==> config.mk <==
export PLATFORM = sky130hd
export DESIGN_NAME = sum_accumulator
export DESIGN_NICKNAME = d
export VERILOG_FILES = /design/src/rtl/sum_accumulator.sv
export SDC_FILE = /design/constraint.sdc
export NUM_CORES = 1
export LEC_CHECK = 0
export BUFFER_PORTS_ARGS = -buffer_cell sky130_fd_sc_hd__buf_4
export CAP_MARGIN = 5
export CORE_MARGIN = 1.5
export CORE_UTILIZATION = 38
export CTS_BUF_LIST = sky130_fd_sc_hd__clkbuf_4
export CTS_CLUSTER_DIAMETER = 40
export CTS_CLUSTER_SIZE = 8
export DETAILED_ROUTE_END_ITERATION = 6
export PLACE_DENSITY = 0.69
export SYNTH_ARGS = -nofsm -noshare
export SYNTH_HDL_FRONTEND = slang
export SYNTH_SLANG_ARGS = --single-unit
export TNS_END_PERCENT = 100
==> constraint.sdc <==
create_clock -name clk -period 2.8 [get_ports clk]
set_clock_uncertainty 0.1 [all_clocks]
set_input_delay 0.14 -clock clk [delete_from_list [all_inputs] [get_ports clk]]
set_output_delay 0.14 -clock clk [all_outputs]
set_load 0.02 [all_outputs]
==> src/rtl/sum_accumulator.sv <==
// sum_accumulator: sums N consecutive adder results into one saturated frame
// total. Each finished frame is offered on a valid/ready output port. A sticky
// overflow flag marks any frame that clipped at 2^ACC_W - 1.
module sum_accumulator #(
    parameter int W     = 8,
    parameter int N     = 4,
    parameter int ACC_W = 12,
    localparam int CW   = $clog2(N + 1)
) (
    input  logic             clk,
    input  logic             reset,
    input  logic             clear,
    input  logic             in_valid,
    input  logic [W:0]       in_sum,
    output logic             in_ready,
    output logic             out_valid,
    output logic [ACC_W-1:0] out_acc,
    output logic             out_ovf,
    input  logic             out_ready,
    output logic [CW-1:0]    count
);

    // Count value of the last sample in a frame.
    localparam logic [CW-1:0] LAST = CW'(N - 1);

    logic [ACC_W-1:0] acc;
    logic             ovf;

    logic [ACC_W:0]   sum_ext;
    logic             carry;
    logic [ACC_W-1:0] sat_sum;

    logic             in_fire;
    logic             out_fire;
    logic             frame_end;

    // A sample may enter whenever the output slot is empty or is being drained
    // this same cycle, so frame boundaries cost no bubble.
    assign in_ready  = ~out_valid | out_ready;
    // clear drops any sample presented with it, even though in_ready follows
    // the normal formula.
    assign in_fire   = in_valid & in_ready & ~clear;
    assign frame_end = in_fire & (count == LAST);
    assign out_fire  = out_valid & out_ready;

    // Saturating add of the zero-extended sample into the running total.
    always_comb begin
        // NOTE: every always_comb output gets a value on every path; assigning
        // them up front is what keeps a latch from being inferred.
        sum_ext = '0;
        carry   = 1'b0;
        sat_sum = '0;
        sum_ext = {1'b0, acc} + (ACC_W + 1)'(in_sum);
        carry   = sum_ext[ACC_W];
        sat_sum = carry ? '1 : sum_ext[ACC_W-1:0];
    end

    // Running frame state: partial total, sticky overflow and sample count.
    always_ff @(posedge clk) begin
        // NOTE: clocked state uses non-blocking assignments so every register
        // samples the pre-edge values, independent of statement order.
        if (reset) begin
            acc   <= '0;
            ovf   <= 1'b0;
            count <= '0;
        end else if (clear) begin
            acc   <= '0;
            ovf   <= 1'b0;
            count <= '0;
        end else if (in_fire) begin
            if (frame_end) begin
                acc   <= '0;
                ovf   <= 1'b0;
                count <= '0;
            end else begin
                acc   <= sat_sum;
                ovf   <= ovf | carry;
                count <= count + CW'(1);
            end
        end
    end

    // Output register: loads only when a frame completes, otherwise holds.
    always_ff @(posedge clk) begin
        if (reset) begin
            out_acc <= '0;
            out_ovf <= 1'b0;
        end else if (frame_end) begin
            out_acc <= sat_sum;
            out_ovf <= ovf | carry;
        end
    end

    // Output valid: a completing frame wins over a drain in the same cycle,
    // so back-to-back frames keep valid high without losing either one.
    always_ff @(posedge clk) begin
        if (reset) begin
            out_valid <= 1'b0;
        end else if (frame_end) begin
            out_valid <= 1'b1;
        end else if (out_fire) begin
            out_valid <= 1'b0;
        end
    end

endmodule

==> results of run 1 <==
repair_timing:
action | in CTS | in global routing
setup buffers | 0 | 0
hold buffers | 1 | 0
endpoints found under the hold margin | 1 | 0
setup endpoints to repair | 0 | 0
gates resized for setup | 0 | 0
cells by family (layout without fill, tap and decap cells):
logic type / after synthesis / in the layout / share of synthesized area
flops: 30 / 30 / 0.3791
buf+inv: 9 / 45 / 0.02290
fa+ha+maj: 12 / 12 / 0.09953
xor+xnor: 6 / 6 / 0.03318
compound gates: 62 / 62 / 0.2670
mux: 1 / 1 / 0.006319
simple gates: 68 / 68 / 0.1919
path summary, 6_finish.rpt:
| path | start | to | slack (ps) |
|---|---|---|---|
| setup reg to reg | acc[0] | acc[10] | 380 |
| setup / recovery | acc[0] | acc[10] | 380 |
| hold reg to reg | out_acc[8] | out_acc[8] | 360 |
| hold / removal | reset | out_acc[10] | -2 |
metrics by stage:
stage	std cells	setup slack [ps]	total power [mW]	instance area, µm²
2_1_floorplan	188	629.2	0.5050	1584
3_3_place_gp	265	436.9	0.5372	1871
3_5_place_dp	265	417.0	0.5376	1871
4_1_cts	274	351.8	0.7975	1934
5_1_grt	274	214.4	0.8255	1934
6_report	274	379.8	0.7954	1934
power by group:
| part | internal [mW] | leakage [nW] | switching (mW) | total [mW] |
|---|---|---|---|---|
| Sequential | 0.431 | 0.242 | 0.00293 | 0.434 |
| Clock | 0.104 | 0.0331 | 0.162 | 0.266 |
| Combinational | 0.0411 | 0.506 | 0.0543 | 0.0955 |
registers in the layout, indices dropped and copies added, names as in the netlist:
signal / flops
out_acc: 12
acc: 12
out_valid: 1
ovf: 1
out_ovf: 1
count: 3
cell usage in the layout, fill, tap and decap left out, types with 2 or more instances in the layout:
master and n:
sky130_fd_sc_hd__a211oi_1 9, sky130_fd_sc_hd__a211oi_2 2, sky130_fd_sc_hd__a21oi_1 16, sky130_fd_sc_hd__a311oi_1 2
sky130_fd_sc_hd__buf_4 32, sky130_fd_sc_hd__clkbuf_4 6, sky130_fd_sc_hd__dfxtp_1 30, sky130_fd_sc_hd__ha_1 11
sky130_fd_sc_hd__inv_1 4, sky130_fd_sc_hd__nand2_1 25, sky130_fd_sc_hd__nand3_1 2, sky130_fd_sc_hd__nor2_1 24
sky130_fd_sc_hd__nor2_2 2, sky130_fd_sc_hd__nor2b_1 2, sky130_fd_sc_hd__nor3_1 4, sky130_fd_sc_hd__nor3_2 2
sky130_fd_sc_hd__o211ai_1 4, sky130_fd_sc_hd__o21a_1 2, sky130_fd_sc_hd__o21ai_0 12, sky130_fd_sc_hd__o21ai_1 2
sky130_fd_sc_hd__or2_2 2, sky130_fd_sc_hd__xnor2_1 3, sky130_fd_sc_hd__xor2_1 3
layout make-up:
cell class | count | area share
Clock buffer | 6 | 0.02329
Clock inverter | 2 | 0.004528
Inverter | 4 | 0.007762
Multi-Input combinational cell | 149 | 0.4922
Sequential cell | 30 | 0.3105
Tap cell | 50 | 0.03234
Timing Repair Buffer | 33 | 0.1294
layer usage:
layer,part of all wire,global-route usage,up-vias,routed length (µm)
li1,-,-,751,-
met1,0.47,0.2170,652,1733
met2,0.48,0.2757,18,1760
met3,0.035,0.05667,5,130
met4,0.013,0.05357,0,49
met5,0,0,-,0
==> impl_metrics.tcl, run 1 <==
set metrics [dict create \
    routed_via_density 5.204 \
    route.antenna.remaining_nets 0 \
    failed_checks "hold timing" \
    synthesis.yosys.warnings 0 \
    final.period_utilization 0.8644 \
    worstPathCellList "ha_1, fa_1, a211oi_1, nor3_2, o21ai_0, nor2b_1, o31ai_1, a221oi_1" \
    area_growth_from_synthesis_to_layout_pct 22.12 \
    antenna_diode_count 0 \
    path_max_fanout 3 \
    detailed_place_hpwl_mm 2.619 \
    fp.dieH_um 67.57 \
    number_of_enable_type_register_cells_in_the_synthesized_netlist 0 \
    tns_ps 0 \
    worstSetupPathType "reg2reg" \
    finalCriticalPeriod_ps 2420 \
    final_layout_size_suffix_gt1_frac 0.2321 \
    hold_path_stages 2 \
    seq_area_frac_synth 0.3791 \
    seqCellArea_um2 600.6 \
    synth.top_cell.area_share 0.3791 \
    final_core_util 0.4836 \
    primary_ff_master_synth "sky130_fd_sc_hd__dfxtp_1" \
    timing.critical_path.arrival_ps 2560 \
    h-tree-depth 2 \
    slew_viol_final 0 \
    grt_antenna_before_repair 0 \
    starting_density_of_the_core 0.3960 \
    max_slew.worst_pin.slew_ps 767.0 \
    grtUsageTotal 0.1719 \
    clock_path_buffers 2 \
    tritoncts.num_buffers 5 \
    worst-r2r-cell-count 8 \
    cts.clk_slew.worst_paths_ps 100 \
    vias_in_the_first_global_route 1256 \
    grt_max_degree 24 \
    syn-mean-instance-area_um2 8.426 \
    dr.pass1.iters 5 \
    worst_ep_required_time_ps 2940 \
    critical-path-slowest-cell "sky130_fd_sc_hd__fa_1" \
    power.density_nw_per_um2 411.2 \
    detail_route.drc_violations 0 \
    netlist_cell_types 43 \
    io_buffer_count 31 \
    async_reset_ff_frac 0 \
    critPathTopFamily "compound AO/OA/AOI/OAI gates" \
    synthTopCellsByCount "sky130_fd_sc_hd__dfxtp_1 (30), sky130_fd_sc_hd__nand2_1 (25), sky130_fd_sc_hd__nor2_1 (24)" \
    critical_path.n_buffers_inverters 0 \
    layout.nets 249 \
    synth_cells 188 \
    grt_overflow_total 0 \
    ir_drop_uv 274.3 \
    max_freq_ghz 0.4132 \
    cap_violations 0 \
    detailroute.via_count 1426 \
    floorplan.core_area_um2 4000 \
    place_congestion 0.8653 \
    routed_wire_length_per_instance_um 13.41 \
    drt_iter0_drc 59 \
    clock_sinks 30 \
    setup_viol 0 \
    synthMostInstantiatedCell "sky130_fd_sc_hd__dfxtp_1" \
    global_route_wire_length_before_repair_mm 5.802 \
    synth_area_um2 1584 \
    synth-seq-cells 30 \
    p_leak_nw 0.7815 \
    die_width_um 67.57 \
    clockRootBuffer "sky130_fd_sc_hd__clkbuf_4" \
    tritoncts_clock_tree "yes" \
    floorplan.rows 23 \
    design.die.area_um2 4565 \
    synth_area_leader_cell "sky130_fd_sc_hd__dfxtp_1" \
    clk_latency_ps 340 \
    filler_cell_count_in_the_final_layout 392 \
    rsz0062_at_grt "no" \
    final.hold.worst_slack_ps -2.394 \
    min-delay-path-class "in2reg" \
    count_of_boundary_i_o_pins 32 \
    multi_input_gate_area_in_the_final_layout_um2 952.2 \
    setup.worst_path.start_class "flip-flop" \
    critPathCaptureType "flip-flop" \
    worst_case_headroom_to_the_max_slew_limit 0.4868 \
    drt_wl_total_mm 3.673 \
    postSynthNetCount 214 \
    status "finished, violations left" \
    path_depth 8 \
    critical-path-max-stage-delay_ps 430 \
    final_hold_viol_count 1 \
    yosys-top-cells-area "sky130_fd_sc_hd__dfxtp_1 (38%), sky130_fd_sc_hd__ha_1 (8.7%), sky130_fd_sc_hd__nand2_1 (5.9%)" \
]
Power figures use the tool's default switching activity.
==> run 2, diff against run 1 <==
Settings changed: CAP_MARGIN 5 to 25, RECOVER_POWER set to 100, SETUP_SLACK_MARGIN set to 0.1.
==> impl_metrics.tcl, run 2 (synthesis gave the netlist of run 1 again) <==
set metrics [dict create \
    clock_sinks 30 \
    dpl.cell_count 265 \
    grtUsageTotal 0.1719 \
    clockRootBuffer "sky130_fd_sc_hd__clkbuf_4" \
    vias_in_the_first_global_route 1256 \
    tns_ps 0 \
    area_growth_from_synthesis_to_layout_pct 17.06 \
    clk_latency_ps 340 \
    finalWorstSetupSlack_ps 410.6 \
    power.density_nw_per_um2 427.2 \
    dp_worst_setup_slack_ps 417.0 \
    floorplan.core_area_um2 4000 \
    holdBufCountCts 1 \
    design.die.area_um2 4565 \
    detailroute.via_count 1446 \
    ir_drop_uv 274.2 \
    rsz0062_at_grt "no" \
    setup_viol 0 \
    min-delay-path-class "in2reg" \
    hold_path_stages 2 \
    setup.worst_path.start_class "flip-flop" \
    route.antenna.remaining_nets 0 \
    total_power_mw 0.7921 \
    place_congestion 0.8653 \
    layout.nets 249 \
    tritoncts.num_buffers 5 \
    final.period_utilization 0.8534 \
    clock_path_buffers 2 \
    antenna_diode_count 0 \
    grt_max_degree 24 \
    grt_antenna_before_repair 0 \
    cts.clk_slew.worst_paths_ps 100 \
    worst_ep_required_time_ps 2940 \
    reg2reg_to "acc[10]" \
    count_of_boundary_i_o_pins 32 \
    h-tree-depth 2 \
    starting_density_of_the_core 0.3960 \
    worstHoldStart "reset" \
    routed_via_density 5.277 \
    global_route_wire_length_before_repair_mm 5.802 \
    layout.cells.most_common "sky130_fd_sc_hd__dfxtp_1" \
    dr.pass1.iters 4 \
    die_width_um 67.57 \
    fp.dieH_um 67.57 \
    max_slew.worst_pin.slew_ps 745.5 \
    routed_wire_length_per_instance_um 13.26 \
    final_layout_size_suffix_gt1_frac 0.1384 \
    final_core_util 0.4636 \
    p_leak_nw 0.7054 \
    drt_iter0_drc 65 \
    critical-path-slowest-cell "sky130_fd_sc_hd__fa_1" \
    status "finished clean" \
    timing.critical_path.arrival_ps 2530 \
    most_used_cells_in_the_layout_excluding_fill_and_tap_cells "sky130_fd_sc_hd__dfxtp_1 (30), sky130_fd_sc_hd__nand2_1 (25), sky130_fd_sc_hd__nor2_1 (25)" \
    slew_viol_final 0 \
    final_design_area_excluding_fillers_um2 1854 \
    filler_cell_count_in_the_final_layout 419 \
    critPathCaptureType "flip-flop" \
    worst_case_headroom_to_the_max_slew_limit 0.5012 \
    cap_violations 0 \
    drt_wl_total_mm 3.632 \
    post-cts-setup-buffers 0 \
    detailed_place_hpwl_mm 2.619 \
    timing.hold.worst_endpoint "out_acc[10]" \
    worstReg2RegStart "acc[0]" \
    fin_cells 274 \
    max_freq_ghz 0.4185 \
    ctsResizeCount 0 \
    finalCriticalPeriod_ps 2389 \
    worstSetupPathType "reg2reg" \
    largestRegisters "acc x12, out_acc x12, count x3" \
    floorplan.rows 23 \
    critical-path-max-stage-delay_ps 430 \
    grt_overflow_total 0 \
    regToRegSetupSlack_ps 410 \
    final_hold_viol_count 0 \
    final.hold.worst_slack_ps 3.700 \
    detail_route.drc_violations 0 \
    worstPathCellList "ha_1, fa_1, a211oi_1, nor3_1, o21ai_0, nor2b_1, o31ai_1, a221oi_1" \
    io_buffer_count 31 \
    dpl_cell_area_um2 1871 \
    path_max_fanout 3 \
    tritoncts_clock_tree "yes" \
    worst-r2r-cell-count 8 \
]
[run 2: cell types whose count changed in the layout (fill, tap and decap cells not counted), sizes merged]
cell	before	now
buf	32	14
clkbuf	6	24
[run 2: how the worst max path moves through the flow]
| stage | startpoint | slack [ps] | end | depth (start not counted) |
|---|---|---|---|---|
| global placement | acc[0] | 440 | out_ovf | 8 |
| finish | acc[0] | 410 | acc[10] | 8 |
| floorplan | acc[0] | 630 | acc[9] | 8 |
| global route | acc[0] | 210 | acc[10] | 8 |
| CTS | acc[0] | 350 | acc[10] | 8 |
| detailed placement | acc[0] | 420 | out_ovf | 8 |
[run 2: area by class of cell]
class                      instances  area [µm²]  share of cell area
multi-input combinational        149       939.7              0.5067
sequential                        30       600.6              0.3239
tap                               50       62.56             0.03374
timing repair buffer              33       182.7             0.09852
clock inverter                     2       8.758            0.004723
inverter                           4       15.01            0.008097
clock buffer                       6       45.04             0.02429
[run 2: where the power goes]
group	internal [mW]	switching, mW	total [mW]
combinational	0.0400	0.0530	0.0930
sequential	0.431	0.00289	0.434
clock	0.104	0.161	0.265
[run 2: worst max-delay path: cells and delay by family, from the launching register on]
family	cells	cell delay, ps
flops	1	320
simple gates	2	350
compound gates	4	860
fa+ha+maj	2	660
[run 2: metal layers]
metal | vias to the layer above | track usage | wire length (µm)
met3 | 9 | 0.05667 | 153
met5 | - | 0 | 0
li1 | 752 | - | -
met4 | 0 | 0.05357 | 59
met1 | 660 | 0.2170 | 1723
met2 | 25 | 0.2757 | 1696
==> run 3, diff against run 2 <==
Settings changed: CTS_BUF_LIST sky130_fd_sc_hd__clkbuf_4 to not set.
==> impl_metrics.tcl, run 3 (synthesis gave the netlist of run 1 again) <==
set metrics [dict create \
    most_used_cells_in_the_layout_excluding_fill_and_tap_cells "sky130_fd_sc_hd__dfxtp_1 (30), sky130_fd_sc_hd__nand2_1 (25), sky130_fd_sc_hd__nor2_1 (25)" \
    count_of_boundary_i_o_pins 32 \
    status "finished clean" \
    drt_iter0_drc 70 \
    vias_in_the_first_global_route 1251 \
    io_buffer_count 31 \
    ctsResizeCount 0 \
    antenna_diode_count 0 \
    grt_max_degree 24 \
    drt_wl_total_mm 3.628 \
    finalWorstSetupSlack_ps 467.5 \
    setup.worst_path.start_class "flip-flop" \
    dp_worst_setup_slack_ps 417.0 \
    route.antenna.remaining_nets 0 \
    slew_viol_final 0 \
    h-tree-depth 2 \
    starting_density_of_the_core 0.3960 \
    clock_path_buffers 2 \
    detailed_place_hpwl_mm 2.619 \
    rsz0062_at_grt "no" \
    path_depth 8 \
    global_route_wire_length_before_repair_mm 5.789 \
    worstSetupPathType "reg2reg" \
    routed_wire_length_per_instance_um 13.29 \
    cts.clk_slew.worst_paths_ps 70 \
    worst-r2r-cell-count 8 \
    place_congestion 0.8653 \
    crit_start "acc[0]" \
    critPathCaptureType "flip-flop" \
    max_slew.worst_pin.slew_ps 743.4 \
    detail_route.drc_violations 0 \
    p_leak_nw 0.7164 \
    detailroute.via_count 1434 \
    critical_path.n_buffers_inverters 0 \
    final_hold_viol_count 0 \
    min-delay-path-class "in2reg" \
    largestRegisters "acc x12, out_acc x12, count x3" \
    critPathTopFamily "simple AND/OR/NAND/NOR gates" \
    final_layout_size_suffix_gt1_frac 0.1390 \
    clock_sinks 30 \
    finalCriticalPeriod_ps 2333 \
    area_growth_from_synthesis_to_layout_pct 18.80 \
    critical-path-max-stage-delay_ps 430 \
    grt_overflow_total 0 \
    tritoncts_clock_tree "yes" \
    tns_ps 0 \
    critical-path-slowest-cell "sky130_fd_sc_hd__fa_1" \
    critical_path.endpoint "out_ovf" \
    max_freq_ghz 0.4287 \
    layout.nets 248 \
    grtUsageTotal 0.1722 \
    worst_case_headroom_to_the_max_slew_limit 0.5025 \
    reg2reg_to "out_ovf" \
    filler_cell_count_in_the_final_layout 417 \
    die_width_um 67.57 \
    holdBufCountCts 0 \
    path_max_fanout 9 \
    worstReg2RegStart "acc[0]" \
    clk_latency_ps 290 \
    clockRootBuffer "sky130_fd_sc_hd__clkbuf_8" \
    dr.pass1.iters 4 \
    floorplan.core_area_um2 4000 \
    grt_antenna_before_repair 0 \
    final.period_utilization 0.8331 \
    design.die.area_um2 4565 \
    post-cts-setup-buffers 0 \
    layout.cells.most_common "sky130_fd_sc_hd__dfxtp_1" \
    worstPathCellList "ha_1, fa_1, a211oi_1, nor3_1, nor2_2, o21ai_2, nor3_1, nor3_1" \
    floorplan.rows 23 \
    regToRegSetupSlack_ps 470 \
    worst_ep_required_time_ps 2870 \
    tritoncts.num_buffers 5 \
    fp.dieH_um 67.57 \
    power.density_nw_per_um2 473.9 \
    ir_drop_uv 235.3 \
    crit_top_cell "sky130_fd_sc_hd__nor3_1" \
    routed_via_density 5.253 \
    timing.critical_path.arrival_ps 2400 \
    total_power_mw 0.8918 \
    setup_viol 0 \
    cap_violations 0 \
]
-- run 3: cell types whose count changed in the layout (fill, tap and decap cells not counted) --
cell / delta
sky130_fd_sc_hd__clkbuf_4: -6
sky130_fd_sc_hd__dlygate4sd3_1: -1
sky130_fd_sc_hd__clkbuf_1: +1
sky130_fd_sc_hd__clkbuf_8: +6
sky130_fd_sc_hd__clkinv_1: -1
-- run 3: per-layer routing --
metal  track usage  share of wire  up-vias
li1              -              -      753
met1        0.2181           0.47      655
met2        0.2647           0.47       24
met3       0.06167          0.050        2
met4       0.06888          0.010        0
met5             0              0        -
-- run 3: final cells by class --
type                    count  area (µm²)  area share
clock inverters             1       5.005    0.002660
repair buffers             32       172.7     0.09176
clock buffers               7       86.33     0.04588
multi-input cells         149       939.7      0.4993
flip-flops and latches     30       600.6      0.3191
inverters                   4       15.01    0.007979
well taps                  50       62.56     0.03324
-- run 3: how the worst min path moves through the flow --
stage,cells after the start,from,end
2_1_floorplan,1,reset,out_acc[9]
3_3_place_gp,3,in_valid,count[1]
3_5_place_dp,3,in_valid,count[1]
4_1_cts,3,in_valid,count[1]
5_1_grt,3,in_valid,count[1]
6_report,3,in_valid,count[1]
-- run 3: worst register-to-register path, cell delays in order, from the launching register on --
cell and delay, ps:
sky130_fd_sc_hd__dfxtp_1 310, sky130_fd_sc_hd__ha_1 220, sky130_fd_sc_hd__fa_1 430, sky130_fd_sc_hd__a211oi_1 290, sky130_fd_sc_hd__nor3_1 110, sky130_fd_sc_hd__nor2_2 260, sky130_fd_sc_hd__o21ai_2 200, sky130_fd_sc_hd__nor3_1 220
sky130_fd_sc_hd__nor3_1 80
-- run 3: through the flow --
stage               cell area [µm²]  hold slack (ps)  utilization  instances
finish                         1882            32.20       0.4704        273
global route                   1882            43.31       0.4704        273
CTS                            1962            33.59       0.4905        273
detailed placement             1871            339.9       0.4676        265
global placement               1871            329.3       0.4676        265
floorplan                      1584            112.1            -        188
-- run 3: report_power, final --
group          switching, mW  leakage, nW  internal, mW
registers            0.00299        0.242         0.431
clock network          0.167       0.0482         0.198
logic                 0.0530        0.426        0.0392
total                  0.223        0.716         0.668
